`src/rtl/dco_freq_lock_ctrl_if.sv`:
```
`default_nettype none
// ============================================================================
// Module   : dco_flc_if
// Brief    : Control/status bundle between the DCO frequency-lock loop and
//            its configuration/observation side.
// Revision : 1.0 - initial release
// ============================================================================
interface dco_flc_if #(
  parameter int CNT_W  = 16,
  parameter int WIN_W  = 10,
  parameter int LOCK_W = 4
);
  logic                    enable;
  logic [CNT_W-1:0]        dcoCount;
  logic [CNT_W-1:0]        targetCount;
  logic [WIN_W-1:0]        windowCycles;
  logic [CNT_W-1:0]        tolerance;
  logic [LOCK_W-1:0]       lockThresh;
  logic                    inc;
  logic                    dec;
  logic                    locked;
  logic signed [CNT_W:0]   freqError;
  logic                    errorValid;

  modport master (
    output enable, dcoCount, targetCount, windowCycles, tolerance, lockThresh,
    input  inc, dec, locked, freqError, errorValid
  );

  modport slave (
    input  enable, dcoCount, targetCount, windowCycles, tolerance, lockThresh,
    output inc, dec, locked, freqError, errorValid
  );
endinterface
`default_nettype wire

```
`src/rtl/dco_freq_lock_ctrl.sv`:
```
`default_nettype none
// ============================================================================
// Module   : dco_freq_lock_ctrl
// Brief    : Windowed DCO frequency measurement, inc/dec step bursts toward
//            the thermometer shifter, and lock tracking.
// Revision : 1.0 - initial release
// ============================================================================
module dco_freq_lock_ctrl #(
  parameter int CNT_W      = 16,
  parameter int WIN_W      = 10,
  parameter int LOCK_W     = 4,
  parameter int MAX_STEPS  = 8,
  parameter int GAIN_SHIFT = 2
) (
  input  logic      clock,
  input  logic      reset,
  dco_flc_if.slave  bus
);

  localparam int                c_step_w    = $clog2(MAX_STEPS + 1);
  localparam logic [CNT_W:0]    c_max_ext   = (CNT_W + 1)'(MAX_STEPS);
  localparam logic [c_step_w-1:0] c_max_steps = c_step_w'(MAX_STEPS);

  typedef enum logic [1:0] {
    S_IDLE    = 2'd0,
    S_MEASURE = 2'd1,
    S_EVAL    = 2'd2,
    S_STEP    = 2'd3
  } state_t;

  state_t              r_state,     w_state_nxt;
  logic [CNT_W-1:0]    r_ref,       w_ref_nxt;
  logic [WIN_W-1:0]    r_win,       w_win_nxt;
  logic [LOCK_W-1:0]   r_lock_cnt,  w_lock_cnt_nxt;
  logic [c_step_w-1:0] r_steps,     w_steps_nxt;
  logic                r_inc,       w_inc_nxt;
  logic                r_dec,       w_dec_nxt;
  logic                r_locked,    w_locked_nxt;
  logic                r_err_valid, w_err_valid_nxt;
  logic [CNT_W:0]      r_freq_err,  w_freq_err_nxt;

  logic [WIN_W-1:0]    w_win_len;
  logic [CNT_W-1:0]    w_delta;
  logic [CNT_W:0]      w_err_meas;
  logic [CNT_W:0]      w_abs;
  logic [CNT_W:0]      w_shifted;
  logic [c_step_w-1:0] w_burst;
  logic                w_in_band;
  logic [LOCK_W-1:0]   w_lock_inc;

  assign w_win_len  = (bus.windowCycles == '0) ? WIN_W'(1) : bus.windowCycles;
  // Modular subtraction absorbs counter wrap inside a window.
  assign w_delta    = bus.dcoCount - r_ref;
  assign w_err_meas = {1'b0, w_delta} - {1'b0, bus.targetCount};
  assign w_abs      = r_freq_err[CNT_W] ? (~r_freq_err + (CNT_W + 1)'(1)) : r_freq_err;
  assign w_shifted  = w_abs >> GAIN_SHIFT;
  assign w_burst    = (w_shifted == '0)       ? c_step_w'(1) :
                      (w_shifted > c_max_ext) ? c_max_steps  :
                                                w_shifted[c_step_w-1:0];
  assign w_in_band  = (w_abs <= {1'b0, bus.tolerance});
  assign w_lock_inc = (&r_lock_cnt) ? r_lock_cnt : r_lock_cnt + LOCK_W'(1);

  always_comb begin
    w_state_nxt     = r_state;
    w_ref_nxt       = r_ref;
    w_win_nxt       = r_win;
    w_lock_cnt_nxt  = r_lock_cnt;
    w_steps_nxt     = r_steps;
    w_inc_nxt       = r_inc;
    w_dec_nxt       = r_dec;
    w_locked_nxt    = r_locked;
    w_err_valid_nxt = 1'b0;
    w_freq_err_nxt  = r_freq_err;

    if (!bus.enable) begin
      w_state_nxt    = S_IDLE;
      w_inc_nxt      = 1'b0;
      w_dec_nxt      = 1'b0;
      w_locked_nxt   = 1'b0;
      w_lock_cnt_nxt = '0;
    end else begin
      case (r_state)
        S_IDLE: begin
          w_ref_nxt   = bus.dcoCount;
          w_win_nxt   = WIN_W'(1);
          w_state_nxt = S_MEASURE;
        end
        S_MEASURE: begin
          // >= so a window shortened mid-flight still terminates promptly.
          if (r_win >= w_win_len) begin
            w_freq_err_nxt  = w_err_meas;
            w_err_valid_nxt = 1'b1;
            w_state_nxt     = S_EVAL;
          end else begin
            w_win_nxt = r_win + WIN_W'(1);
          end
        end
        S_EVAL: begin
          if (w_in_band) begin
            w_lock_cnt_nxt = w_lock_inc;
            w_locked_nxt   = (w_lock_inc >= bus.lockThresh);
            w_ref_nxt      = bus.dcoCount;
            w_win_nxt      = WIN_W'(1);
            w_state_nxt    = S_MEASURE;
          end else begin
            w_lock_cnt_nxt = '0;
            w_locked_nxt   = 1'b0;
            w_steps_nxt    = w_burst;
            w_dec_nxt      = ~r_freq_err[CNT_W];
            w_inc_nxt      = r_freq_err[CNT_W];
            w_state_nxt    = S_STEP;
          end
        end
        S_STEP: begin
          if (r_steps <= c_step_w'(1)) begin
            w_inc_nxt   = 1'b0;
            w_dec_nxt   = 1'b0;
            w_ref_nxt   = bus.dcoCount;
            w_win_nxt   = WIN_W'(1);
            w_state_nxt = S_MEASURE;
          end else begin
            w_steps_nxt = r_steps - c_step_w'(1);
          end
        end
        default: w_state_nxt = S_IDLE;
      endcase
    end
  end

  always_ff @(posedge clock or negedge reset) begin
    if (!reset) begin
      r_state     <= S_IDLE;
      r_ref       <= '0;
      r_win       <= '0;
      r_lock_cnt  <= '0;
      r_steps     <= '0;
      r_inc       <= 1'b0;
      r_dec       <= 1'b0;
      r_locked    <= 1'b0;
      r_err_valid <= 1'b0;
      r_freq_err  <= '0;
    end else begin
      r_state     <= w_state_nxt;
      r_ref       <= w_ref_nxt;
      r_win       <= w_win_nxt;
      r_lock_cnt  <= w_lock_cnt_nxt;
      r_steps     <= w_steps_nxt;
      r_inc       <= w_inc_nxt;
      r_dec       <= w_dec_nxt;
      r_locked    <= w_locked_nxt;
      r_err_valid <= w_err_valid_nxt;
      r_freq_err  <= w_freq_err_nxt;
    end
  end

  assign bus.inc        = r_inc;
  assign bus.dec        = r_dec;
  assign bus.locked     = r_locked;
  assign bus.errorValid = r_err_valid;
  assign bus.freqError  = r_freq_err;

endmodule
`default_nettype wire
```
`src/flat_wrapper.sv`:
```
// flat-port wrapper written by rule: the top's interface ports become plain ports
module dco_freq_lock_ctrl_flat 
#(
  parameter int CNT_W      = 16,
  parameter int WIN_W      = 10,
  parameter int LOCK_W     = 4,
  parameter int MAX_STEPS  = 8,
  parameter int GAIN_SHIFT = 2
)
  (clock, reset, bus_enable, bus_dcoCount, bus_targetCount, bus_windowCycles, bus_tolerance, bus_lockThresh, bus_inc, bus_dec, bus_locked, bus_freqError, bus_errorValid);
  dco_flc_if #(.CNT_W(CNT_W), .WIN_W(WIN_W), .LOCK_W(LOCK_W)) bus_i ();
  input  logic clock;
  input  logic reset;
  input wire logic [$bits(bus_i.enable)-1:0] bus_enable;
  input wire logic [$bits(bus_i.dcoCount)-1:0] bus_dcoCount;
  input wire logic [$bits(bus_i.targetCount)-1:0] bus_targetCount;
  input wire logic [$bits(bus_i.windowCycles)-1:0] bus_windowCycles;
  input wire logic [$bits(bus_i.tolerance)-1:0] bus_tolerance;
  input wire logic [$bits(bus_i.lockThresh)-1:0] bus_lockThresh;
  output wire logic [$bits(bus_i.inc)-1:0] bus_inc;
  output wire logic [$bits(bus_i.dec)-1:0] bus_dec;
  output wire logic [$bits(bus_i.locked)-1:0] bus_locked;
  output wire logic [$bits(bus_i.freqError)-1:0] bus_freqError;
  output wire logic [$bits(bus_i.errorValid)-1:0] bus_errorValid;
  assign bus_i.enable = bus_enable;
  assign bus_i.dcoCount = bus_dcoCount;
  assign bus_i.targetCount = bus_targetCount;
  assign bus_i.windowCycles = bus_windowCycles;
  assign bus_i.tolerance = bus_tolerance;
  assign bus_i.lockThresh = bus_lockThresh;
  assign bus_inc = bus_i.inc;
  assign bus_dec = bus_i.dec;
  assign bus_locked = bus_i.locked;
  assign bus_freqError = bus_i.freqError;
  assign bus_errorValid = bus_i.errorValid;
  dco_freq_lock_ctrl #(.CNT_W(CNT_W), .WIN_W(WIN_W), .LOCK_W(LOCK_W), .MAX_STEPS(MAX_STEPS), .GAIN_SHIFT(GAIN_SHIFT)) u_core (.clock(clock), .reset(reset), .bus(bus_i));
endmodule
```
`config.mk`:
```
export PLATFORM = sky130hd
export DESIGN_NAME = dco_freq_lock_ctrl_flat
export DESIGN_NICKNAME = d
export VERILOG_FILES = /design/src/rtl/dco_freq_lock_ctrl_if.sv /design/src/rtl/dco_freq_lock_ctrl.sv /design/src/flat_wrapper.sv
export SDC_FILE = /design/constraint.sdc
export NUM_CORES = 1
export LEC_CHECK = 0
export CAP_MARGIN = 20
export CORE_MARGIN = 2
export CORE_UTILIZATION = 50
export DETAILED_ROUTE_END_ITERATION = 16
export PLACE_DENSITY = 0.87
export SLEW_MARGIN = 20
export SYNTH_ARGS = -nofsm -noshare
export SYNTH_HDL_FRONTEND = slang
export SYNTH_SLANG_ARGS = --single-unit
```
`constraint.sdc`:
```
create_clock -name clock -period 4 [get_ports clock]
set_input_delay 1 -clock clock [delete_from_list [all_inputs] [get_ports clock]]
set_output_delay 1 -clock clock [all_outputs]
set_load 0.01 [all_outputs]
```
==> reports/results.tsv <==
stage	metric	value	unit
route	drt-initial-drc-count	368	
run	cap_viol_max_count	0	
critical_path	crit_arrival	4250	ps
die	fp.dieW	107.5	um
timing	tightest_slew	822.4	ps
place	io_buffers	85	
synth	seq_area_frac_synth	0.2662	
timing	max_freq	0.2520	GHz
route	via_count	5559	
die	rows	37	
synth	synth_most_common_cell	inv_1	
synth	synth_top_area_share	0.2662	
finish	fin_nets	935	
synth	synth-simple-area-share	0.1878	
clocking	clockRootBuffer	clkbuf_8	
die	die_h	107.5	um
timing	finalHoldViolCount	0	
critical_path	required	4280	ps
synth	yosysUniqueCellTypes	66	
synth	ys_seq_elements	57	
critical_path	crit_path_end_kind	flop	
die	start_util	0.5167	
clocking	cts_sinks	57	
synth	synth_top_family_by_area	compound AO/OA/AOI/OAI gates	
timing	rsz0062_at_grt	yes	
synth	ys_top_cells_by_area	dfrtp_1 (27%), ha_1 (16%), inv_1 (5.5%)	
clocking	cts_tree	yes	
clocking	clkTransAtPathRegs	90	ps
critical_path	path_delay_family	compound AO/OA/AOI/OAI gates	
run_status	status	finished, final reports clean	
synth	synth_nets	757	
global_route	grt_max_degree	36	
timing	period_needed	3969	ps
synth	synth-main-ff-cell	dfrtp_1	
route	wl_per_cell	17.09	um
place	dp_slack	-645.8	ps
critical_path	cp_slowest_stage_delay	440	ps
clocking	clock_latency	350	ps
clocking	htree_levels	3	
synth	synth_mux_area_frac	0.05091	
synth	ys_top_cells_by_count	inv_1 (79), ha_1 (69), dfrtp_1 (57)	
route	ant_nets	0	
synth	synth_largest_area_cell	dfrtp_1	
place	dpl-instance-area	6963	sq um
route	dr.pass1.iters	5	
critical_path	path_class	input port to flop	
critical_path	cp_max_fo	4	
clocking	cts_inserted_buffers	9	
finish	drive_gt1_frac	0.2338	
critical_path	worst-path-buf-inv	1	
timing	slew_viol_final	0	
die	io_pins	86	
power	leakagePower	3.651	nW
die	die-area	11560	sq um
synth	synth-xor-area-share	0.06212	
synth	synth_compound_area_frac	0.1987	
global_route	grt_overflow	0	
clocking	cts_buffer_depth	2	
route	vias_per_cell	5.914	
critical_path	crit_chain	clkdlybuf4s50_1, ha_1, o31ai_2, a211o_1, and3_1, or2_2, o311ai_1, ha_1, a21o_1, a21o_1, a211oi_1, a22o_1	
route	drcViolationCount	0	
place	place.detailed.hpwl	11190	um
synth	ys_warn_count	0	
global_route	grt_pass1_vias	5475	
timing	setup_ws	31.05	ps
timing	skew	18.38	ps
finish	diodes	0	
synth	synth.avg_cell_area	8.627	sq um
place	place.gp.congestion	0.8620	
critical_path	critPathSlowestCell	clkdlybuf4s50_1	
synth	synthCells	621	
global_route	track_usage	0.2656	
synth	syn-cell-area	5358	sq um
route	routed_wl	16060	um
timing	finalCritPeriodShare	0.9922	
timing	setup_viol	0	
global_route	antenna_found_initial	0	
power	irDropWorstVdd	0.3234	mV
synth	synth_fa_ha_area_frac	0.1686	
synth	synth_edf_count	0	
finish	area_delta_synth_final	42.11	%
synth	async_flop_share	1.000	
worst_hold_path	hp-class	flop to flop	
power	power_density	357.1	nW/um^2
global_route	grt_pass1_wl	25030	um
finish	final_area	7614	sq um
die	core_area	10370	sq um
timing	slew_headroom	0.4518	
critical_path	start_kind	input port	
-- timing repair --
item                                   in CTS  in global routing
endpoints found under the hold margin       0                  0
buffers inserted                            6                  7
pin swaps                                  20                 28
gates resized for setup                    24                 39
gates cloned                                0                  1
setup endpoints to repair                  33                 35
hold buffers                                0                  0
-- path summary, 6_finish.rpt --
kind                                                          start                                    to  slack, ps  cells after the start
worst max-delay path                                bus_dcoCount[4]  u_core.bus.freqError[16]$_DFFE_PN0P_         30                     12
worst min-delay path                  u_core.bus.locked$_DFFE_PN0P_         u_core.bus.locked$_DFFE_PN0P_        490                      2
worst max register to register  u_core.bus.freqError[4]$_DFFE_PN0P_           u_core.r_win[9]$_DFFE_PN0P_        110                     13
worst min register to register        u_core.bus.locked$_DFFE_PN0P_         u_core.bus.locked$_DFFE_PN0P_        490                      2
max in group asynchronous                                     reset   u_core.bus.freqError[3]$_DFFE_PN0P_       2440                      2
min in group asynchronous                                     reset          u_core.r_ref[12]$_DFFE_PN0P_        740                      1
-- cell usage in the layout (no fill, tap or decap), types with 8 or more instances in the layout --
cell | netlist | routed
nand3_1 | 22 | 22
ha_1 | 69 | 64
inv_1 | 79 | 77
o21ai_0 | 34 | 33
a21oi_1 | 33 | 27
o31ai_1 | 13 | 9
mux2_2 | 17 | 17
nand4_1 | 8 | 8
nor3_1 | 18 | 15
nand2_1 | 38 | 38
dfrtp_1 | 57 | 57
clkdlybuf4s50_1 | 0 | 80
xnor2_1 | 27 | 25
o211ai_1 | 8 | 8
clkbuf_8 | 0 | 9
buf_4 | 0 | 91
nand2b_1 | 10 | 8
nor2_1 | 22 | 22
xor2_1 | 11 | 11
a21o_1 | 17 | 17
-- layout make-up --
cell class | count | area [sq um]
fillers | 671 | 2756
inverters | 79 | 296.5
multi-input cells | 474 | 3945
clock inverters | 7 | 102.6
repair buffers | 178 | 1549
well taps | 136 | 170.2
flip-flops and latches | 57 | 1426
clock buffers | 9 | 123.9
-- cell families (layout without fill, tap and decap cells) --
logic type,Yosys count,after routing
adder cells (fa/ha/maj),71,71
AO/OA/AOI/OAI,154,154
flip-flops,57,57
AND/OR/NAND/NOR,185,186
multiplexers,25,25
buffers and inverters,91,273
XOR/XNOR,38,38
-- worst reg2reg max path: stages (launching register included) --
cell and delay (ps):
dfrtp_1 380, or4_4 550, or3_4 380, o31ai_4 240, xnor2_2 120, ha_1 320
a21o_1 180, a21o_1 170, a21o_1 200, a221oi_4 360, o22ai_4 200, buf_6 190
nor4_2 310, mux2i_1 230
-- flip-flops by register name, summed over array words and instances (netlist names) --
signal and cells:
u_core.r_lock_cnt 4, u_core.bus.locked 1, u_core.bus.inc 1, u_core.r_ref 16, u_core.r_state 2, u_core.bus.errorValid 1
u_core.bus.freqError 17, u_core.bus.dec 1, u_core.r_win 10, u_core.r_steps 4
-- stage by stage --
| stage | util | hold WS (ps) | setup TNS (ps) | cells | power, W |
|---|---|---|---|---|---|
| 4_1_cts | 0.7069 | 497.6 | 0 | 932 | 0.002610 |
| 6_report | 0.7342 | 494.2 | 0 | 940 | 0.002719 |
| 2_1_floorplan | - | 458.1 | -12.73 | 621 | 0.001425 |
| 3_3_place_gp | 0.6715 | 468.3 | -3613 | 910 | 0.001878 |
| 5_1_grt | 0.7342 | 527.6 | -162.5 | 940 | 0.002876 |
| 3_5_place_dp | 0.6715 | 478.4 | -7331 | 910 | 0.001947 |
-- per-layer routing --
metal / wire, um / part of all wire / global-route usage
met1: 6470 / 0.40 / 0.3210
met2: 8150 / 0.51 / 0.4681
met3: 870 / 0.054 / 0.04843
met4: 569 / 0.035 / 0.09890
met5: 0 / 0 / 0
-- power breakdown --
group,internal [W],switching (W),leakage [nW],total [W]
clock network,0.000356,0.000266,0.110,0.000621
logic,0.000747,0.000709,2.79,0.00146
registers,0.000611,0.0000303,0.748,0.000641
Note: power is estimated with default switching activity, not from simulation.
